`config.mk`:
```
export PLATFORM = sky130hd
export DESIGN_NAME = agc_timepulse_gen
export DESIGN_NICKNAME = d
export VERILOG_FILES = /design/src/rtl/agc_timepulse_gen.sv
export SDC_FILE = /design/constraint.sdc
export NUM_CORES = 1
export LEC_CHECK = 0
export BUFFER_PORTS_ARGS = -buffer_cell sky130_fd_sc_hd__clkbuf_2
export CAP_MARGIN = 20
export CORE_MARGIN = 3
export CORE_UTILIZATION = 46
export CTS_CLUSTER_DIAMETER = 150
export DETAILED_ROUTE_END_ITERATION = 7
export HOLD_SLACK_MARGIN = 0.08
export PLACE_DENSITY = 0.66
export SYNTH_ARGS = -nofsm -noshare
export SYNTH_HDL_FRONTEND = slang
export SYNTH_SLANG_ARGS = --single-unit
export TNS_END_PERCENT = 50
```
`constraint.sdc`:
```
create_clock -name CLOCK -period 4.3 [get_ports CLOCK]
set_input_delay 0.86 -clock CLOCK [delete_from_list [all_inputs] [get_ports CLOCK]]
set_output_delay 0.86 -clock CLOCK [all_outputs]
set_load 0.02 [all_outputs]
```
`src/rtl/agc_timepulse_gen.sv`:
```
// agc_timepulse_gen: master-clock divider producing the free-running scaler
// drive FS01_, the active-low time-pulse ring T01..T(NUM_TP) with phase strobes
// PHS2_/PHS4_, and the once-per-memory-cycle MCT pulse. The ring can be
// held at the end of a memory cycle (monitor stop) and single-stepped.
module agc_timepulse_gen #(
    parameter int FS01_HALF   = 20,
    parameter int PHASE_COUNT = 2,
    parameter int NUM_TP      = 12
) (
    input  logic              CLOCK,
    input  logic              rst,
    input  logic              MSTP,
    input  logic              MSTRT,
    output logic              FS01_,
    output logic [NUM_TP-1:0] T_,
    output logic              PHS2_,
    output logic              PHS4_,
    output logic              MCT,
    output logic              STOPPED
);

    localparam int PW = (FS01_HALF > 1) ? $clog2(FS01_HALF) : 1;
    localparam int SW = (PHASE_COUNT > 1) ? $clog2(PHASE_COUNT) : 1;
    localparam int TW = $clog2(NUM_TP + 1);

    localparam logic [PW-1:0] PLAST = PW'(FS01_HALF - 1);
    localparam logic [SW-1:0] SLAST = SW'(PHASE_COUNT - 1);
    localparam logic [TW-1:0] TLAST = TW'(NUM_TP);
    localparam logic [TW-1:0] TFIRST = TW'(1);

    localparam logic [1:0] IDLE = 2'd0;
    localparam logic [1:0] RUN  = 2'd1;
    localparam logic [1:0] HOLD = 2'd2;

    logic [PW-1:0] pcnt;
    logic [1:0]    state, nstate;
    logic [TW-1:0] tp, ntp;
    logic [SW-1:0] sub, nsub;
    logic          mstrt_q;
    logic          mstrt_rise;
    logic          nrun;
    logic [NUM_TP-1:0] t_nxt;

    assign mstrt_rise = MSTRT & ~mstrt_q;

    // Prescaler: free-running FS01_ divider, never affected by the ring state.
    always_ff @(posedge CLOCK or posedge rst) begin
        if (rst) begin
            pcnt  <= '0;
            FS01_ <= 1'b1;
        end else if (pcnt == PLAST) begin
            pcnt  <= '0;
            FS01_ <= ~FS01_;
        end else begin
            pcnt  <= pcnt + 1'b1;
        end
    end

    // MSTRT history for edge detection; sampled every clock so a level held
    // through a run cannot register as a fresh edge when HOLD is re-entered.
    always_ff @(posedge CLOCK or posedge rst) begin
        if (rst) mstrt_q <= 1'b0;
        else     mstrt_q <= MSTRT;
    end

    // Ring sequencing: stop requests only take effect at the end of the last
    // time pulse so a memory cycle is never cut short.
    always_comb begin
        nstate = state;
        ntp    = tp;
        nsub   = sub;
        case (state)
            IDLE: begin
                nstate = RUN;
                ntp    = TFIRST;
                nsub   = '0;
            end
            RUN: begin
                if (sub == SLAST) begin
                    nsub = '0;
                    if (tp == TLAST) begin
                        ntp = TFIRST;
                        if (MSTP) nstate = HOLD;
                    end else begin
                        ntp = tp + 1'b1;
                    end
                end else begin
                    nsub = sub + 1'b1;
                end
            end
            HOLD: begin
                if (!MSTP || mstrt_rise) begin
                    nstate = RUN;
                    ntp    = TFIRST;
                    nsub   = '0;
                end
            end
            default: begin
                nstate = IDLE;
                ntp    = TFIRST;
                nsub   = '0;
            end
        endcase
    end

    // One-hot active-low decode of the next time pulse.
    always_comb begin
        nrun  = (nstate == RUN);
        t_nxt = '1;
        for (int i = 0; i < NUM_TP; i++)
            t_nxt[i] = ~(nrun && (ntp == TW'(i + 1)));
    end

    // State and registered outputs, all derived from the next state so the
    // outputs line up with the state they describe.
    always_ff @(posedge CLOCK or posedge rst) begin
        if (rst) begin
            state   <= IDLE;
            tp      <= TFIRST;
            sub     <= '0;
            T_      <= '1;
            PHS2_   <= 1'b1;
            PHS4_   <= 1'b1;
            MCT     <= 1'b0;
            STOPPED <= 1'b0;
        end else begin
            state   <= nstate;
            tp      <= ntp;
            sub     <= nsub;
            T_      <= t_nxt;
            PHS2_   <= ~(nrun && (nsub == '0));
            PHS4_   <= ~(nrun && (nsub == SLAST));
            MCT     <= nrun && (ntp == TLAST) && (nsub == SLAST);
            STOPPED <= (nstate == HOLD);
        end
    end

endmodule

```
==> results.md <==
* Status: complete, no violations
* Clock power share at 20.2%
* Core Rows at 19
* Deepest level of the CTS H-tree at 2
* Die width at 62.7 µm
* CP max FO at 9
* Drt pass-1 iters at 4
* Cells after synthesis at 127
* Worst R2R End: MCT$_DFF_PP0_
* Hold Crit Class: in -> async
* Count of input and output buffers at 20
* Avg WL per Cell at 14.2 µm
* Number of global-route vias before repair at 1,041
* Pwr Density at 509 nW/µm²
* First-pass GRT wire length at 4.79 mm
* CTS sink cnt at 30
* Netlist cell types at 44
* R2r startpoint: state[1]$_DFF_PP0_
* Clk_lat worst skew at 0.32 ns
* Commonest non-fill, non-tap cell in the layout: clkbuf_2
* CP Launch Point: state[1]$_DFF_PP0_
* Final hold vios at 0
* CTS tree: built
* Number of synthesized register bits at 30
* Post-Route WL at 2.74 mm
* GRT Total Usage at 15.8%
* Worst-Margin Slew at 0.367 ns
* Reg-to-reg setup timing slack at 2.40 ns
* FMAX at 527 MHz
* RSZ-0062 raised after global routing: no
* Fillers at 268
* # resized after CTS at 0
* Post-layout min period at 1.90 ns
* Die area at 3930 µm²
* Setup violators final at 0
* Drt first-iter violations at 23
* Final slew viol count at 0
* Final period utilization at 44.1%
* Share of cells above drive strength 1 at 39.7%
* Fin area at 1670 µm²
* Worst EP required at 4.57 ns
* Reg2reg path depth at 6
* Sequential power share at 44.6%
* Reg clk slew, reported paths at 0.09 ns
* Switching share of power at 38.5%
* Sequential area share after synthesis at 52.1%
* CTS buffer count at 5
* Synth Net Count at 138
* Leak pwr at 0.743 nW
* Largest net degree at the start of global routing at 31
* Critical path endpoint category: flip-flop
* Most frequent cells in the layout: 20 x clkbuf_2, 16 x dfstp_2, 14 x dfrtp_1
* WS Path Type: reg -> reg
* Crit path capture: MCT$_DFF_PP0_
* Synthesized area per cell at 11.6 µm²
* # IOs at 21
* Post-route ant nets at 0
* Crit path arrival time at 2.16 ns
* Ys Warns at 0
* Cell Int Power at 0.522 mW
* Clock Tree Buf Depth at 2
* Placer Congestion at 0.936
* Post-DR vias/cell at 5.23
* CP Launch Type: flip-flop
* Clk root buf: clkbuf_4
* Final HPWL DP at 2.02 mm
* # hold bufs at CTS at 0
* # DRC at 0
* Die height at 62.7 µm
* Area grow syn2layout at 12.8%
* Total gr overflow at 0
* Final setup TNS at 0 ns
* N_diodes at 0
* Initial cell density of the core at 51.0%
* Vias after detailed routing at 1,010
* Post-DP Area at 1590 µm²
* Setup Buffers After CTS at 0
* Max-Slew Margin vs Limit at 75.5%
* Max VDD drop at 0.000263 V
* Mapped cell area at 1480 µm²
* Max-Cap Viols at 0
* Final setup skew at 0.00464 ns
* Gate power share at 35.2%
* Core Area at 2900 µm²
* Nets at 161
* Psw at 0.327 mW
* Initial antenna violation count at 0
## cells in the mapped netlist (all sizes together)
cell	instances	area, µm²
a21o	1	7.51
ha	7	87.6
inv	11	41.3
nand2	10	45.0
xnor2	2	17.5
buf	5	43.8
a22o	1	8.76
clkinv	1	3.75
nand3	9	45.0
o211ai	2	25.0
o31ai	3	46.3
nor2b	2	20.0
nor2	8	40.0
o21ai	4	20.0
and3	1	6.26
o211a	1	10.0
nand2b	3	18.8
nor3	1	5.00
or3	1	11.3
a32o	1	10.0
a211oi	1	7.51
a21boi	1	7.51
and2	1	8.76
o31a	1	17.5
dfrtp	14	350
xor2	1	8.76
nor4	1	12.5
a21oi	2	10.0
nor3b	2	15.0
dfstp	16	420
a31oi	1	21.3
o22ai	1	6.26
nand4b	1	8.76
nand4	7	43.8
and4	2	17.5
mux2i	1	10.0
## worst max-delay path: stages (launching register included)
cell	delay, ns
dfrtp_1	0.43
inv_1	0.11
ha_1	0.35
inv_1	0.13
nor4_2	0.38
o31a_4	0.26
and4_1	0.19
## per-stage QoR
step                setup slack, ns  utilization [%]  hold slack [ns]  instances  total power, mW
floorplan                      2.34                -            0.433        127            0.634
global placement               2.25             54.7            0.451        184            0.669
detailed placement             2.22             54.7            0.472        184            0.677
CTS                            2.39             56.8            0.485        192            0.855
global route                   2.26             57.5            0.390        193            0.911
finish                         2.40             57.5            0.396        193            0.850
## registers in the layout (all words and copies together), names as in the netlist, 2 cells and up
signal and count:
tp 4, pcnt 5, state 2, T_ 12
## per-layer routing
metal,global-route usage [%],vias to the layer above,part of all wire (%)
li1,-,485,-
met1,18.9,499,44
met2,24.9,22,50
met3,6.83,4,4.6
met4,6.61,0,0.99
met5,0,-,0
## cell families after synthesis
kind of cell	after synthesis	synth area share, %
flip-flops	30	52.1
buffers and inverters	17	6.01
adder cells (fa/ha/maj)	7	5.92
AND/OR/NAND/NOR	49	20.1
AO/OA/AOI/OAI	20	13.4
multiplexers	1	0.677
XOR/XNOR	3	1.78
## cell type report
cell class              instances  area (µm²)  area share, %
flip-flops and latches         30         771           46.2
multi-input cells              80         619           37.1
repair buffers                 21         120           7.20
clock buffers                   7        55.1           3.30
well taps                      42        52.6           3.15
inverters                      12        45.0           2.70
clock inverters                 1        5.00          0.300
## how the worst min path moves through the flow
stage                       from  cells past startpoint                end
4_1_cts        pcnt[0]$_DFF_PP0_                      1  pcnt[0]$_DFF_PP0_
5_1_grt                      rst                      2  STOPPED$_DFF_PP0_
3_5_place_dp   pcnt[0]$_DFF_PP0_                      1  pcnt[0]$_DFF_PP0_
2_1_floorplan  pcnt[0]$_DFF_PP0_                      1  pcnt[0]$_DFF_PP0_
3_3_place_gp   pcnt[0]$_DFF_PP0_                      1  pcnt[0]$_DFF_PP0_
6_report                     rst                      2  STOPPED$_DFF_PP0_
## power groups by stage
| stage | sequential (mW) | clock (mW) | combinational, mW |
|---|---|---|---|
| CTS | 0.378 | 0.179 | 0.298 |
| global route | 0.385 | 0.192 | 0.334 |
| detailed placement | 0.382 | 0 | 0.295 |
| finish | 0.379 | 0.172 | 0.299 |
| global placement | 0.380 | 0 | 0.289 |
| floorplan | 0.390 | 0 | 0.244 |
No activity file was read; power rests on OpenSTA's default activity.
